[src/rtl/pkt_integrity_monitor_if.sv]
// Snooped read/write memory channels of one packet-processing datapath.
// Handshake: a beat transfers on a rising clk edge where valid && ready; last marks the final beat.
interface pkt_integrity_monitor_if #(
   parameter int DATA_W = 32
);
   logic [DATA_W-1:0] rdata;
   logic              rvalid;
   logic              rready;
   logic              rlast;
   logic [DATA_W-1:0] wdata;
   logic              wvalid;
   logic              wready;
   logic              wlast;

   modport master (
      output rdata, rvalid, rready, rlast,
      output wdata, wvalid, wready, wlast
   );

   modport slave (
      input rdata, rvalid, rready, rlast,
      input wdata, wvalid, wready, wlast
   );
endinterface

[src/rtl/pkt_integrity_monitor.sv]
// Packet data-integrity monitor: captures tracked payload bytes on the read burst and checks them,
// shifted by the header, on the write burst. Define PIM_ERR_CNT_EN to build the error counter.
module pkt_integrity_monitor #(
   parameter int DATA_W    = 32,
   parameter int CNT_W     = 4,
   parameter int NUM_TRACK = 4,
   parameter int HDR_BYTES = 2
) (
   input  logic                       clk,
   input  logic                       reset,
   input  logic [CNT_W-1:0]           byte_cnt,
   input  logic [3:0]                 data_sel,
   input  logic [NUM_TRACK*CNT_W-1:0] track_idx,
   input  logic [NUM_TRACK-1:0]       track_en,
   pkt_integrity_monitor_if.slave     bus,
   output logic                       busy,
   output logic                       check_done,
   output logic [NUM_TRACK-1:0]       mismatch_vec,
   output logic                       order_err,
   output logic [15:0]                err_cnt,
   output logic [2:0]                 state_dbg
);

   localparam int BPB = DATA_W / 8;
   localparam int BW  = CNT_W + 1;

   localparam logic [2:0] S_IDLE     = 3'd0;
   localparam logic [2:0] S_CAPTURE  = 3'd1;
   localparam logic [2:0] S_WAIT_OUT = 3'd2;
   localparam logic [2:0] S_COMPARE  = 3'd3;
   localparam logic [2:0] S_REPORT   = 3'd4;

   logic [2:0]                 state, state_nx;
   logic [CNT_W-1:0]           cfg_byte_cnt;
   logic [3:0]                 cfg_sel;
   logic [NUM_TRACK*CNT_W-1:0] cfg_idx;
   logic [NUM_TRACK-1:0]       cfg_en;
   logic [BW-1:0]              rbeat, wbeat;
   logic [7:0]                 exp_byte [NUM_TRACK];
   logic [7:0]                 got_byte [NUM_TRACK];
   logic [7:0]                 exp_nx   [NUM_TRACK];
   logic [7:0]                 got_nx   [NUM_TRACK];
   logic [NUM_TRACK-1:0]       seen, seen_nx;
   logic [NUM_TRACK-1:0]       active, mm_nx;
   logic [31:0]                rd_beat [NUM_TRACK];
   logic [31:0]                rd_lane [NUM_TRACK];
   logic [31:0]                wr_beat [NUM_TRACK];
   logic [31:0]                wr_lane [NUM_TRACK];

   logic                       rnext, wnext, in_idle;
   logic                       rd_acc, wr_acc, rd_bad, wr_bad;
   logic [CNT_W-1:0]           cur_byte_cnt;
   logic [3:0]                 cur_sel;
   logic [NUM_TRACK*CNT_W-1:0] cur_idx;
   logic [NUM_TRACK-1:0]       cur_en;

   assign rnext   = bus.rvalid && bus.rready;
   assign wnext   = bus.wvalid && bus.wready;
   assign in_idle = (state == S_IDLE);

   assign rd_acc = rnext && (state == S_IDLE || state == S_CAPTURE);
   assign wr_acc = wnext && (state == S_WAIT_OUT || state == S_COMPARE);
   assign rd_bad = rnext && (state == S_WAIT_OUT || state == S_COMPARE);
   assign wr_bad = wnext && (state == S_IDLE || state == S_CAPTURE);

   // The first read beat is mapped with the live config, which is latched on that same edge.
   assign cur_byte_cnt = in_idle ? byte_cnt  : cfg_byte_cnt;
   assign cur_sel      = in_idle ? data_sel  : cfg_sel;
   assign cur_idx      = in_idle ? track_idx : cfg_idx;
   assign cur_en       = in_idle ? track_en  : cfg_en;

   assign busy       = !in_idle;
   assign check_done = (state == S_REPORT);
   assign state_dbg  = state;

   always_comb begin
      logic [31:0] k;
      logic [31:0] p;
      k      = '0;
      p      = '0;
      active = '0;
      for (int i = 0; i < NUM_TRACK; i++) begin
         k = 32'(cur_idx[i*CNT_W +: CNT_W]);
         p = k + 32'(HDR_BYTES);
         rd_beat[i] = k / BPB;
         rd_lane[i] = k % BPB;
         case (cur_sel)
            4'd0: begin
               rd_beat[i] = k;
               rd_lane[i] = 32'd0;
            end
            4'd1: begin
               rd_beat[i] = k >> 1;
               rd_lane[i] = {31'd0, k[0]};
            end
            default: ;
         endcase
         // Output side is always fully packed, independent of the read packing mode.
         wr_beat[i] = p / BPB;
         wr_lane[i] = p % BPB;
         active[i]  = cur_en[i] && (cur_idx[i*CNT_W +: CNT_W] <= cur_byte_cnt) && (cur_sel <= 4'd2);
      end
   end

   always_comb begin
      logic [DATA_W-1:0] rsh;
      logic [DATA_W-1:0] wsh;
      rsh     = '0;
      wsh     = '0;
      seen_nx = seen;
      mm_nx   = '0;
      for (int i = 0; i < NUM_TRACK; i++) begin
         exp_nx[i] = exp_byte[i];
         got_nx[i] = got_byte[i];
         rsh = bus.rdata >> (rd_lane[i] * 8);
         wsh = bus.wdata >> (wr_lane[i] * 8);
         if (rd_acc && ({{(32-BW){1'b0}}, rbeat} == rd_beat[i])) begin
            exp_nx[i] = rsh[7:0];
         end
         if (wr_acc && ({{(32-BW){1'b0}}, wbeat} == wr_beat[i])) begin
            got_nx[i]  = wsh[7:0];
            seen_nx[i] = 1'b1;
         end
         mm_nx[i] = active[i] && (!seen_nx[i] || (got_nx[i] != exp_byte[i]));
      end
   end

   always_comb begin
      state_nx = state;
      case (state)
         S_IDLE:     if (rnext) state_nx = bus.rlast ? S_WAIT_OUT : S_CAPTURE;
         S_CAPTURE:  if (rnext && bus.rlast) state_nx = S_WAIT_OUT;
         S_WAIT_OUT: if (wnext) state_nx = bus.wlast ? S_REPORT : S_COMPARE;
         S_COMPARE:  if (wnext && bus.wlast) state_nx = S_REPORT;
         S_REPORT:   state_nx = S_IDLE;
         default:    state_nx = S_IDLE;
      endcase
   end

   always_ff @(posedge clk or negedge reset) begin
      if (!reset) begin
         state        <= S_IDLE;
         cfg_byte_cnt <= '0;
         cfg_sel      <= '0;
         cfg_idx      <= '0;
         cfg_en       <= '0;
         rbeat        <= '0;
         wbeat        <= '0;
         seen         <= '0;
         mismatch_vec <= '0;
         order_err    <= 1'b0;
         for (int i = 0; i < NUM_TRACK; i++) begin
            exp_byte[i] <= '0;
            got_byte[i] <= '0;
         end
      end else begin
         state <= state_nx;
         if (in_idle && rnext) begin
            cfg_byte_cnt <= byte_cnt;
            cfg_sel      <= data_sel;
            cfg_idx      <= track_idx;
            cfg_en       <= track_en;
         end
         if (rd_acc) rbeat <= bus.rlast ? '0 : rbeat + 1'b1;
         if (wr_acc) wbeat <= bus.wlast ? '0 : wbeat + 1'b1;
         for (int i = 0; i < NUM_TRACK; i++) begin
            exp_byte[i] <= exp_nx[i];
            got_byte[i] <= got_nx[i];
         end
         seen <= (state == S_REPORT) ? '0 : seen_nx;
         // Result is taken on the edge that enters REPORT, so it already includes the last write beat.
         if (state_nx == S_REPORT) mismatch_vec <= mm_nx;
         if (rd_bad || wr_bad) order_err <= 1'b1;
      end
   end

`ifdef PIM_ERR_CNT_EN
   logic [15:0] err_cnt_q;

   always_ff @(posedge clk or negedge reset) begin
      if (!reset) begin
         err_cnt_q <= '0;
      end else if ((state_nx == S_REPORT) && (|mm_nx) && (err_cnt_q != 16'hFFFF)) begin
         err_cnt_q <= err_cnt_q + 16'd1;
      end
   end

   assign err_cnt = err_cnt_q;
`else
   assign err_cnt = 16'h0;
`endif

endmodule

[src/flat_wrapper.sv]
// flat-port wrapper written by rule: the top's interface ports become plain ports
module pkt_integrity_monitor_flat 
#(
   parameter int DATA_W    = 32,
   parameter int CNT_W     = 4,
   parameter int NUM_TRACK = 4,
   parameter int HDR_BYTES = 2
)
  (clk, reset, byte_cnt, data_sel, track_idx, track_en, busy, check_done, mismatch_vec, order_err, err_cnt, state_dbg, bus_rdata, bus_rvalid, bus_rready, bus_rlast, bus_wdata, bus_wvalid, bus_wready, bus_wlast);
  pkt_integrity_monitor_if #(.DATA_W(DATA_W)) bus_i ();
  input  logic clk;
  input  logic reset;
  input  logic [CNT_W-1:0] byte_cnt;
  input  logic [3:0] data_sel;
  input  logic [NUM_TRACK*CNT_W-1:0] track_idx;
  input  logic [NUM_TRACK-1:0] track_en;
  output logic busy;
  output logic check_done;
  output logic [NUM_TRACK-1:0] mismatch_vec;
  output logic order_err;
  output logic [15:0] err_cnt;
  output logic [2:0] state_dbg;
  input wire logic [$bits(bus_i.rdata)-1:0] bus_rdata;
  input wire logic [$bits(bus_i.rvalid)-1:0] bus_rvalid;
  input wire logic [$bits(bus_i.rready)-1:0] bus_rready;
  input wire logic [$bits(bus_i.rlast)-1:0] bus_rlast;
  input wire logic [$bits(bus_i.wdata)-1:0] bus_wdata;
  input wire logic [$bits(bus_i.wvalid)-1:0] bus_wvalid;
  input wire logic [$bits(bus_i.wready)-1:0] bus_wready;
  input wire logic [$bits(bus_i.wlast)-1:0] bus_wlast;
  assign bus_i.rdata = bus_rdata;
  assign bus_i.rvalid = bus_rvalid;
  assign bus_i.rready = bus_rready;
  assign bus_i.rlast = bus_rlast;
  assign bus_i.wdata = bus_wdata;
  assign bus_i.wvalid = bus_wvalid;
  assign bus_i.wready = bus_wready;
  assign bus_i.wlast = bus_wlast;
  pkt_integrity_monitor #(.DATA_W(DATA_W), .CNT_W(CNT_W), .NUM_TRACK(NUM_TRACK), .HDR_BYTES(HDR_BYTES)) u_core (.clk(clk), .reset(reset), .byte_cnt(byte_cnt), .data_sel(data_sel), .track_idx(track_idx), .track_en(track_en), .bus(bus_i), .busy(busy), .check_done(check_done), .mismatch_vec(mismatch_vec), .order_err(order_err), .err_cnt(err_cnt), .state_dbg(state_dbg));
endmodule
[config.mk]
export PLATFORM = sky130hd
export DESIGN_NAME = pkt_integrity_monitor_flat
export DESIGN_NICKNAME = d
export VERILOG_FILES = /design/src/rtl/pkt_integrity_monitor_if.sv /design/src/rtl/pkt_integrity_monitor.sv /design/src/flat_wrapper.sv
export SDC_FILE = /design/constraint.sdc
export NUM_CORES = 1
export LEC_CHECK = 0
export ABC_AREA = 1
export CAP_MARGIN = 40
export CORE_MARGIN = 4
export CORE_UTILIZATION = 40
export DETAILED_ROUTE_END_ITERATION = 7
export HOLD_SLACK_MARGIN = 0.08
export PLACE_DENSITY = 0.6
export REMOVE_ABC_BUFFERS = 1
export SLEW_MARGIN = 25
export SYNTH_ARGS = -nofsm -noshare
export SYNTH_HDL_FRONTEND = slang
export SYNTH_SLANG_ARGS = --single-unit
export TNS_END_PERCENT = 10
[constraint.sdc]
create_clock -name clk -period 3 [get_ports clk]
set_input_delay 0.6 -clock clk [delete_from_list [all_inputs] [get_ports clk]]
set_output_delay 0.6 -clock clk [all_outputs]
set_load 0.03 [all_outputs]
; After elaboration in Yosys (flattened, before gate mapping)
; Index checks and enable logic that the tools add are counted.
[totals]
regBits = 114
input_bits = 100
output_inout_bits = 26
[classes]
addsub = 6
order_cmp = 5
eq_ne = 18
shift = 8
n_mux = 30
n_reduce_logical = 43
[op_table]
columns = operator, count
row1 = $shr A32 B5 Y8, 8
row2 = $eq A5 B30 Y1, 4
row3 = $eq A5 B32 Y1, 1
row4 = $mux W8, 4
row5 = $ne A8 B8 Y1, 4
row6 = $pmux W4 S2, 4
row7 = $logic_and A1 B1 Y1, 29
row8 = $add A4 B2 Y5 const B, 4
row9 = $le A4 B4 Y1, 4
row10 = $mux W16, 1
row11 = $mux W4, 4
row12 = $pmux W2 S2, 4
row13 = $eq A5 B4 Y1, 3
row14 = $mux W3, 5
row15 = $pmux W3 S4, 1
row16 = $add A5 B1 Y5 const B, 2
row17 = $mux W5, 2
row18 = $logic_or A1 B1 Y1, 7
row19 = $eq A3 B2 Y1 const B, 2
row20 = $eq A3 B3 Y1 const B, 2
row21 = $logic_not A1 Y1, 5
row22 = $eq A4 B1 Y1 const B, 1
row23 = $le A4 B2 Y1 const B, 1
row24 = $logic_not A4 Y1, 1
row25 = 4 further kinds, 7

; Logic depth before layout (Yosys ltp)
; Gate-level depths: netlist of run 1.
[logic_depth]
ltp_word = 9
ltp_mapped = 24
depth_no_buf = 21

; Worst setup path after synthesis of run 1
; No wires, ideal clock.
[synth_timing]
path_kind = reg2reg
start = register u_core.state[1] (netlist: u_core.state_dbg[1])
end = register u_core.mismatch_vec[0]
arrival_ps = 3005
t_required_ps = 2883
slack_ps = -121
path_stages_with_launch = 22
n_path_buf = 3
period_less_slack_ps = 3121
cell_sequence = dfrtp_1 -> nor2_4 -> nand2_8 -> buf_6 -> nand2_1 -> nand2_1 -> buf_4 -> ha_1 -> xor2_1 -> nor2_1 -> nand2_1 -> nor2_4 -> nand3_1 -> buf_4 -> nand2_1 -> nand2_1 -> a21oi_1 -> nand2_1 -> nor2_1 -> nand3_1 -> nand2_1 -> nand2_1
[synth_between]
elab_chain_len = 9
elab_cells_between_ends = 30
[synth_lines]
columns = element, line
row1 = from (decl), pkt_integrity_monitor.sv:33  ; logic [2:0] state, state_nx;
row2 = from (signal assigned), pkt_integrity_monitor.sv:157  ; state <= state_nx;
row3 = branches (longest 9 deep; another with $add A4 B2 Y5), -
row4 = to (signal assigned), pkt_integrity_monitor.sv:172  ; if (state_nx == S_REPORT) mismatch_vec <= mm_nx;
row5 = to (decl), pkt_integrity_monitor.sv:18  ; output logic [NUM_TRACK-1:0] mismatch_vec,
; Parallel ways; which one is timed is not known.
; A chain may end at the register's enable or synchronous reset.

; Worst setup path after layout of run 1
[layout_timing]
start = register u_core.state[2] (netlist: u_core.state_dbg[2])
end = register u_core.mismatch_vec[1]
; Same word-level chain as after synthesis.

==> results of run 1 <==
## stage by stage
step | util, % | worst slack [ns] | setup TNS [ns] | instance area [um2]
final | 52.2 | 0.157 | 0 | 12400
after global placement | 48.9 | -0.379 | -0.871 | 11600
after floorplan | - | -0.454 | -11.51 | 9370
after CTS | 51.6 | 0.00847 | 0 | 12300
after detailed placement | 49.0 | -0.205 | -0.493 | 11600
after global routing | 52.2 | -0.0404 | -0.0404 | 12400
## synthesized netlist by cell type, drive strengths merged
library cell and n:
and3 1, inv 192, buf 60, nand3 225
conb 1, o22ai 3, xor2 16, nand3b 9
and2 1, clkbuf 11, a2bb2oi 1, o21bai 2
a21oi 30, a2111oi 3, o211ai 25, nand4 39
nor3 4, ha 22, a32oi 2, clkinv 2
o21a 1, nand2 595, a31oi 3, a21boi 1
dfrtp 114, a2111o 1, mux2i 1, a21o 1
or2 1, o21ai 93, o31ai 1, xnor2 2
nor3b 2, nor2 84, nor4 1
## routing by layer
layer	track usage, %	vias up	wire [um]
met4	6.44	2	603
met2	40.8	405	15700
met1	36.8	4980	16200
li1	-	5331	-
met3	4.39	43	2440
met5	0	-	13
## what timing repair did
action	in CTS	in global routing
endpoints found under the setup margin	2	24
cloned	0	2
buffers inserted	0	6
resized for setup	2	20
pin swaps	0	7
## flip-flops by register name, indices dropped and copies added (netlist names), 3 cells and up
name and count:
u_core.cfg_byte_cnt 4, u_core.cfg_en 4, u_core.cfg_idx 16, u_core.seen 4, u_core.wbeat 5, u_core.cfg_sel 4, u_core.exp_byte 32, u_core.got_byte 32
u_core.state_dbg 3, u_core.rbeat 5, u_core.mismatch_vec 4
## worst register-to-register path: stages, from the launching register on
cell	delay, ns
dfrtp_1	0.40
nor2_4	0.13
buf_12	0.14
buf_6	0.12
buf_4	0.19
nand3b_1	0.12
nand2_1	0.08
buf_4	0.25
buf_4	0.16
ha_1	0.13
nor2_1	0.04
o21ai_0	0.15
a32oi_1	0.07
a2111oi_1	0.44
buf_1	0.22
nand2_1	0.07
nand2_1	0.05
## power breakdown
part / switching [uW] / total, uW / internal [uW]
clock: 798 / 2220 / 1420
sequential: 473 / 2640 / 2170
combinational: 6740 / 10400 / 3630
total: 8010 / 15200 / 7220
## kinds of logic after synthesis
family	synth area share [%]
compound gates	9.97
simple gates	44.0
other cells	0.0384
flops	29.2
xor+xnor	1.77
buf+inv	12.2
mux	0.102
fa+ha+maj	2.82
## worst paths after layout
path	from	to	slack, ns	cells past startpoint
setup / recovery	u_core.state_dbg[2]$_DFF_PN0_	u_core.mismatch_vec[1]$_DFFE_PN0N_	0.16	16
hold / removal	reset	u_core.state_dbg[2]$_DFF_PN0_	0.21	1
setup reg to reg	u_core.state_dbg[2]$_DFF_PN0_	u_core.mismatch_vec[1]$_DFFE_PN0N_	0.16	16
hold reg to reg	u_core.cfg_sel[0]$_DFFE_PN0P_	u_core.cfg_sel[0]$_DFFE_PN0P_	0.47	2
max in group asynchronous	reset	u_core.got_byte[19]$_DFF_PN0_	2.13	2
min in group clk	u_core.cfg_sel[0]$_DFFE_PN0P_	u_core.cfg_sel[0]$_DFFE_PN0P_	0.47	2
## final cells by class
type / instances / area share (%)
clock inverter: 10 / 1.28
multi-input combinational: 1188 / 47.3
clock buffer: 20 / 3.68
sequential: 114 / 23.0
inverter: 194 / 5.91
timing repair buffer: 211 / 15.5
tap: 319 / 3.22
## cells in the final DEF (no fill, tap or decap), types with 7 or more instances in the layout
master and instances:
nand3b_1 9, clkdlybuf4s50_1 108, nor2_4 10, buf_4 93
inv_2 9, clkbuf_16 17, nand2_1 572, a21oi_1 30
o211ai_1 25, nor2_1 69, inv_1 181, nand4_1 38
ha_1 22, nand2_2 17, conb_1 16, xor2_1 14
o21ai_0 80, dfrtp_1 114, nand3_1 215, o21ai_1 8
nand3_2 7
==> flow_summary.toml, run 1 <==
[die]
pin_count = 126
fp.coreArea_um2 = 23800
die_x_um = 164
initial_core_util_pct = 41.2
die_area_um2 = 27000
fp-row-count = 56
die_height_um = 164

[finish]
diodes = 0
area_growth_syn_to_layout_pct = 26.8
layout.cells.non_filler = 2056
regArea_um2 = 2850
multi_input_area_um2 = 5870
nets = 1848
num-fill-cells = 2432
drive_gt1_share_pct = 11.7

[route]
post-route-drc-count = 0
drtIter0Drc = 1067
drtPass1Iterations = 8
num_vias = 10800
routedWlPerCell_um = 17.0
drt-vias-per-instance = 5.23
ant_nets = 0
drt_wl_total_mm = 35.0

[timing]
rsz0062_at_grt = "yes"
fmax_mhz = 352
hold_viol = 0
min_period_ns = 2.84
finClkSkew_ns = 0.0171
min_period_over_period_pct = 94.8
setup_viol = 0
drv_slew = 0
relSlewSlack_pct = 39.6
tightest_slew_ns = 0.897
holdWs_ns = 0.207

[placement]
gp_congestion = 0.929
io_buffers = 109
dp_cells = 2018
dp_hpwl_mm = 26.8

[clocking]
h-tree-depth = 4
cts_sinks = 114
root_buffer = "clkbuf_16"
path_clk_slew_ns = 0.07
cts-hold-fix-buffers = 0
clock_path_buffers = 2
insertion_delay_ns = 0.43
cts_tree = "done"
cts_buffers = 17

[worst_setup_path]
crit_path_max_fanout = 16
endpoint_kind = "flip-flop"
critical-path-top-delay-family = "buffers and inverters"
crit_slowest_cell = "a2111oi_1"
critPathLaunchType = "flip-flop"
worstPathRequired_ns = 3.37
cp_num_buf_inv = 6
path_class = "flip-flop to flip-flop"
cp_cell_sequence = "nor2_4, buf_12, buf_6, buf_4, nand3b_1, nand2_1, buf_4, buf_4, ha_1, nor2_1, o21ai_0, a32oi_1, a2111oi_1, buf_1, nand2_1, nand2_1"
worstPathArrival_ns = 3.21
max_stage_delay_ns = 0.44

[global_route]
grt_pass1_vias = 9867
grt_pass1_wl_mm = 54.2
grt_max_degree = 51
track_usage_pct = 25.8
antenna_found_initial = 1
overflow = 0

[pwr]
pwr_density_cell_nw_per_um2 = 1230
p_total_uw = 15200
ir_drop_uv = 461
p_leak_uw = 0.00652

[synth]
yosysWarnings = 0
synth_top_area_cell = "dfrtp_1"
syn_area_per_cell_um2 = 6.31
synth_area_leaders = "dfrtp_1, nand2_1, nand3_1"
netlist_instances = 1550
synth-seq-cells = 114
synth_cell_types = 52
seq_area_frac_synth_pct = 29.2
synth.top_cell.area_share_pct = 29.2
synth_area_um2 = 9780

[outcome]
status = "complete, no violations"

[min_path]
hp-class = "primary input to async pin"

[run]
cap_violations = 0
No activity file was read; power rests on OpenSTA's default activity.
==> run 2: changes to the inputs <==
--- a/config.mk
+++ b/config.mk
@@ -8,10 +8,11 @@
 export ABC_AREA = 1
 export CAP_MARGIN = 40
 export CORE_MARGIN = 4
-export CORE_UTILIZATION = 40
+export CORE_UTILIZATION = 52
+export CTS_CLUSTER_SIZE = 28
 export DETAILED_ROUTE_END_ITERATION = 7
 export HOLD_SLACK_MARGIN = 0.08
-export PLACE_DENSITY = 0.6
+export PLACE_DENSITY = 0.76
 export REMOVE_ABC_BUFFERS = 1
 export SLEW_MARGIN = 25
 export SYNTH_ARGS = -nofsm -noshare
==> run 2 against run 1 <==
The flow now finishes with violations (DRC). Non-clock buffer count shrank 6. Sequential share of layout area grew 0.39 points. Wire length shrank 3.6%. Count of clock-buffer cells in the layout grew 3. Critical endpoint is now u_core.mismatch_vec[0]$_DFFE_PN0N_. Largest cell class unchanged.
==> flow_summary.toml, run 2 (same netlist as run 1, synthesis figures left out) <==
[global_route]
overflow = 0
track_usage_pct = 31.3
globalRouteMet1Util_pct = 42.1
use_met3_pct = 6.64
antenna_found_initial = 0
top_usage_layer = "met2"
met2_usage_pct = 49.1
grt_max_degree = 54
grt_pass1_vias = 10200
grt_pass1_wl_mm = 53.6

[timing]
relSlewSlack_pct = 51.0
setup-tns-final_ns = 0
fmax_mhz = 345
finClkSkew_ns = 0.00874
min_period_ns = 2.90
layout_setup_ws_ns = 0.0980
tightest_slew_ns = 0.734
drv_slew = 0
min_period_over_period_pct = 96.7
setup_viol = 0
hold_viol = 0

[pwr]
p_seq_share_pct = 17.7
p_int_uw = 7090
p_sw_uw = 7920
p_leak_uw = 0.00649
clkPwrFrac_pct = 13.6
ir_drop_uv = 583
combPwrFrac_pct = 68.8
pwr_density_cell_nw_per_um2 = 1230
p_total_uw = 15000
switching_share_pct = 52.7

[finish]
area_growth_syn_to_layout_pct = 24.8
drive_gt1_share_pct = 11.4
final_common_cell = "nand2_1"
final_cell_mix = "nand2_1, nand3_1, inv_1"
final_cell_area_um2 = 12200
nets = 1841
fin_util_pct = 67.0
diodes = 0
reg_top3 = "u_core.exp_byte: 32 flops, u_core.got_byte: 32 flops, u_core.cfg_idx: 16 flops"

[placement]
place_ws_ns = -0.126
gp_congestion = 0.991
io_buffers = 109
dp_hpwl_mm = 25.4
place_area_um2 = 11500

[die]
die_area_um2 = 21100
die_height_um = 145
die_x_um = 145
initial_core_util_pct = 53.7
fp.coreArea_um2 = 18200
fp-row-count = 49
pin_count = 126

[route]
drtIter0Drc = 1263
drt_wl_total_mm = 33.7
post-route-drc-count = 1
drtPass1Iterations = 8
drt-vias-per-instance = 5.61
num_vias = 11000
ant_nets = 0
routedWlPerCell_um = 17.2

[clocking]
cts_sinks = 114
path_clk_slew_ns = 0.06
h-tree-depth = 4
insertion_delay_ns = 0.42
root_buffer = "clkbuf_16"
clock_path_buffers = 2
cts_buffers = 17
cts_tree = "done"

[worst_setup_path]
endpoint_kind = "flip-flop"
crit_slowest_cell = "dfrtp_2"
worstPathRequired_ns = 3.31
crit_path_max_fanout = 11
cp-startpoint = "u_core.state_dbg[2]$_DFF_PN0_"
path_class = "flip-flop to flip-flop"
cpMostUsedCell = "nand2_1"
max_stage_delay_ns = 0.42
timing.rr.start = "u_core.state_dbg[2]$_DFF_PN0_"
cp_cell_sequence = "nor2_4, buf_12, nand2_8, buf_4, nand2_1, nand2_1, ha_1, xor2_1, nor2_1, nand2_1, nor2_4, nand3_1, buf_6, nand2_1, nand2_1, nand2_1, nand2_1, inv_1, nand2_1, nor2_1, nand3_1, nand2_1, nand2_1"
critPathLaunchType = "flip-flop"
worstPathArrival_ns = 3.21

[outcome]
violations = "DRC"
status = "finished with violations"

[run]
cap_violations = 0

[min_path]
hp-class = "primary input to async pin"
## run 2: final cells by class
| cell class | count | area, um2 |
|---|---|---|
| inverter | 194 | 728 |
| fill | 1643 | 6010 |
| clock inverter | 9 | 104 |
| timing repair buffer | 205 | 1910 |
| clock buffer | 23 | 478 |
| sequential | 114 | 2860 |
| multi-input combinational | 1187 | 5840 |
| tap | 229 | 287 |
## run 2: through the flow
step | std cells | hold slack, ns
after detailed placement | 1921 | 0.459
final | 1961 | 0.213
after global routing | 1961 | 0.274
after floorplan | 1494 | 0.304
after global placement | 1921 | 0.449
after CTS | 1953 | 0.248
## run 2: final timing paths
| check | slack (ns) | to | depth (start not counted) |
|---|---|---|---|
| worst max-delay path | 0.1 | u_core.mismatch_vec[0]$_DFFE_PN0N_ | 23 |
| worst min-delay path | 0.21 | u_core.cfg_sel[3]$_DFFE_PN0P_ | 1 |
| worst max register to register | 0.1 | u_core.mismatch_vec[0]$_DFFE_PN0N_ | 23 |
| worst min register to register | 0.47 | u_core.cfg_idx[1]$_DFFE_PN0P_ | 2 |
| max in group asynchronous | 1.99 | u_core.got_byte[3]$_DFF_PN0_ | 2 |
| min in group clk | 0.47 | u_core.cfg_idx[1]$_DFFE_PN0P_ | 2 |
## run 2: critical path: cells and delay by family, from the launching register on
family | cells | cell delay (ns)
adders and majority gates | 1 | 0.31
and+or+nand+nor | 17 | 1.40
xor gates and xnor gates | 1 | 0.16
buffers and inverters | 4 | 0.51
DFF | 1 | 0.42
## run 2: power by group through the flow
stage	Combinational [uW]	Clock (uW)	Sequential (uW)
after floorplan	6230	0	2580
final	10300	2040	2650
after global placement	9610	0	2640
after global routing	11400	2120	2710
after CTS	9920	2050	2640
after detailed placement	9840	0	2650
## run 2: what timing repair did
action	in CTS	in global routing
setup buffers	0	6
pin swaps	0	5
hold buffers	0	0
resized for setup	1	16
gates cloned	0	2
setup endpoints to repair	1	20
## run 2: metal layers
layer	up-vias	wire length (um)	part of all wire, %
met3	87	3210	9.5
met1	5073	14300	42
li1	5311	-	-
met5	-	0	0
met2	538	14900	44
met4	0	1400	4.1
==> run 3: changes to the inputs <==
--- a/config.mk
+++ b/config.mk
@@ -5,14 +5,14 @@
 export SDC_FILE = /design/constraint.sdc
 export NUM_CORES = 1
 export LEC_CHECK = 0
-export ABC_AREA = 1
 export CAP_MARGIN = 40
 export CORE_MARGIN = 4
-export CORE_UTILIZATION = 52
+export CORE_UTILIZATION = 35
+export CTS_CLUSTER_DIAMETER = 30
 export CTS_CLUSTER_SIZE = 28
 export DETAILED_ROUTE_END_ITERATION = 7
 export HOLD_SLACK_MARGIN = 0.08
-export PLACE_DENSITY = 0.76
+export PLACE_DENSITY = 0.54
 export REMOVE_ABC_BUFFERS = 1
 export SLEW_MARGIN = 25
 export SYNTH_ARGS = -nofsm -noshare
==> run 3 against run 2 <==
The run ends with setup timing left. Core utilization down 16 points. Wire length up 4.7%. Via count down 15%. Die area up 39%. Worst hold slack worse by 0.021 ns. First-iteration DRC count down 39%. Final area up 8.8%. Count of clock-buffer cells in the layout down 6. Critical path depth down 9. Critical path type unchanged. Largest power group unchanged.
==> flow_summary.toml, run 3 <==
[clocking]
cts_buffers = 17
insertion_delay_ns = 0.43
clock_path_buffers = 2
cts_sinks = 114
path_clk_slew_ns = 0.06
h-tree-depth = 4
cts_tree = "done"
root_buffer = "clkbuf_16"

[synth]
synth_top_family_by_area = "simple AND/OR/NAND/NOR gates"
synth_top_area_cell = "dfrtp_1"
synth_edf_count = 0
yosysMostFrequentCell = "dfrtp_1"
synth_xor_xnor_area_share_pct = 4.60
synth_area_leaders = "dfrtp_1, mux2_2, a211oi_1"
synth.area.mux_share_pct = 15.8
synth.top_cell.area_share_pct = 30.6
synth-seq-cells = 114
synth_compound_area_share_pct = 19.1
yosysWarnings = 0
synth_area_um2 = 9330
synth-simple-area-share_pct = 21.2
async_reset_ff_share_pct = 100
yosys.area_share.adder_pct = 2.95
synthFlopType = "dfrtp_1"
synthTopCellsByCount = "dfrtp_1, nand2_1, mux2_2"
syn_area_per_cell_um2 = 8.88
seq_area_frac_synth_pct = 30.6
synth_cell_types = 66
netlist_instances = 1051

[worst_setup_path]
crit_slowest_cell = "or4_4"
rrSetupSlack_ns = -0.16
worstPathRequired_ns = 3.34
endpoint_kind = "flip-flop"
cp_cell_sequence = "buf_12, nor3_4, inv_4, buf_12, mux2i_4, inv_2, ha_4, xor2_1, nor3_2, nand3_1, or4_4, and2_4, o221a_4, a41oi_2"
max_stage_delay_ns = 0.56
crit_path_max_fanout = 5
cpMostUsedCell = "buf_12"
path_class = "flip-flop to flip-flop"
critPathLaunchType = "flip-flop"
worstPathArrival_ns = 3.50

[route]
drtPass1Iterations = 5
drt-vias-per-instance = 5.59
post-route-drc-count = 0
drtIter0Drc = 771
ant_nets = 0
routedWlPerCell_um = 21.1
num_vias = 9355
drt_wl_total_mm = 35.3

[timing]
fmax_mhz = 316
layout_setup_ws_ns = -0.163
relSlewSlack_pct = 53.1
setup-tns-final_ns = -0.644
setup_viol = 21
min_period_over_period_pct = 105
hold_viol = 0
finClkSkew_ns = 0.00961
drv_slew = 0
min_period_ns = 3.16
rsz0062_at_grt = "yes"
tightest_slew_ns = 0.704

[die]
initial_core_util_pct = 35.7
die_height_um = 171
fp.coreArea_um2 = 26100
pin_count = 126
fp-row-count = 59
die_area_um2 = 29300
die_x_um = 171

[run]
cap_violations = 0

[pwr]
p_sw_uw = 6040
switching_share_pct = 43.4
p_seq_share_pct = 19.7
p_leak_uw = 0.00593
clkPwrFrac_pct = 15.9
combPwrFrac_pct = 64.4
p_int_uw = 7860
p_total_uw = 13900
pwr_density_cell_nw_per_um2 = 1050
ir_drop_uv = 363

[global_route]
grt_max_degree = 47
grt_pass1_vias = 9092
overflow = 0
antenna_found_initial = 1
grt_pass1_wl_mm = 53.5
track_usage_pct = 23.8

[placement]
dp_cells = 1617
dp_hpwl_mm = 27.4
io_buffers = 109
place_area_um2 = 12000
gp_congestion = 0.941

[finish]
area_growth_syn_to_layout_pct = 42.2
layout.cells.non_filler = 1674
final_cell_area_um2 = 13300
drive_gt1_share_pct = 31.5
fin_util_pct = 50.8
final_cell_mix = "buf_4, dfrtp_1, nand2_1"
nets = 1447
final_common_cell = "buf_4"
reg_top3 = "u_core.exp_byte: 32 flops, u_core.got_byte: 32 flops, u_core.cfg_idx: 16 flops"

[outcome]
status = "finished with violations"
violations = "setup timing"

[min_path]
hp-class = "primary input to async pin"
run 3: layout make-up:
class | count | area, um2
Sequential cell | 114 | 2850
Multi-Input combinational cell | 850 | 6410
Fill cell | 2465 | 12900
Clock inverter | 14 | 203
Inverter | 24 | 92.6
Timing Repair Buffer | 318 | 2870
Antenna cell | 2 | 5.00
Clock buffer | 17 | 425
Tap cell | 335 | 419
run 3: metrics by stage:
stage | worst slack, ns | hold WS, ns
2_1_floorplan | -2.12 | 0.304
3_3_place_gp | -0.728 | 0.458
3_5_place_dp | -0.768 | 0.471
4_1_cts | -0.170 | 0.211
5_1_grt | -0.280 | 0.237
6_report | -0.163 | 0.192
run 3: cells by family (layout without fill, tap and decap cells):
family / after synthesis / in the layout
buffers and inverters: 102 / 373
XOR/XNOR: 49 / 49
AO/OA/AOI/OAI: 263 / 263
adder cells (fa/ha/maj): 22 / 22
multiplexers: 135 / 135
other: 1 / 18
AND/OR/NAND/NOR: 365 / 365
flip-flops: 114 / 114
run 3: what timing repair did:
action	4_1_cts	5_1_grt
buffers inserted	8	16
resized for setup	67	39
endpoints found under the setup margin	39	50
pin swaps	19	14
hold buffers	0	0
endpoints found under the hold margin	0	0
run 3: power by group through the flow:
stage | logic (uW) | registers, uW | clock network (uW)
finish | 8960 | 2730 | 2210
global route | 9740 | 2810 | 2320
CTS | 8510 | 2720 | 2250
detailed placement | 8040 | 2740 | 0
global placement | 7960 | 2730 | 0
floorplan | 4730 | 2630 | 0
run 3: per-layer routing:
metal	part of all wire (%)	GRT usage, %
met1	46	34.6
met2	46	37.1
met3	5.8	3.29
met4	1.7	6.51
met5	0	0
run 3: critical path, delay by kind of cell (launching register included):
| kind | cells | cell delay, ns |
|---|---|---|
| compound gates | 2 | 0.38 |
| buf+inv | 4 | 0.48 |
| xor+xnor | 1 | 0.16 |
| fa+ha+maj | 1 | 0.21 |
| flops | 1 | 0.41 |
| mux | 1 | 0.17 |
| simple gates | 5 | 1.25 |
run 3: worst paths after layout:
kind,startpoint,end,cells past startpoint
min reg2reg,u_core.order_err$_DFFE_PN0P_,u_core.order_err$_DFFE_PN0P_,1
max in group asynchronous,reset,u_core.got_byte[11]$_DFF_PN0_,2
max reg2reg,u_core.state_dbg[0]$_DFF_PN0_,u_core.mismatch_vec[3]$_DFFE_PN0N_,14
max,u_core.state_dbg[0]$_DFF_PN0_,u_core.mismatch_vec[3]$_DFFE_PN0N_,14
min in group clk,u_core.order_err$_DFFE_PN0P_,u_core.order_err$_DFFE_PN0P_,1
min,reset,u_core.cfg_byte_cnt[2]$_DFFE_PN0P_,1
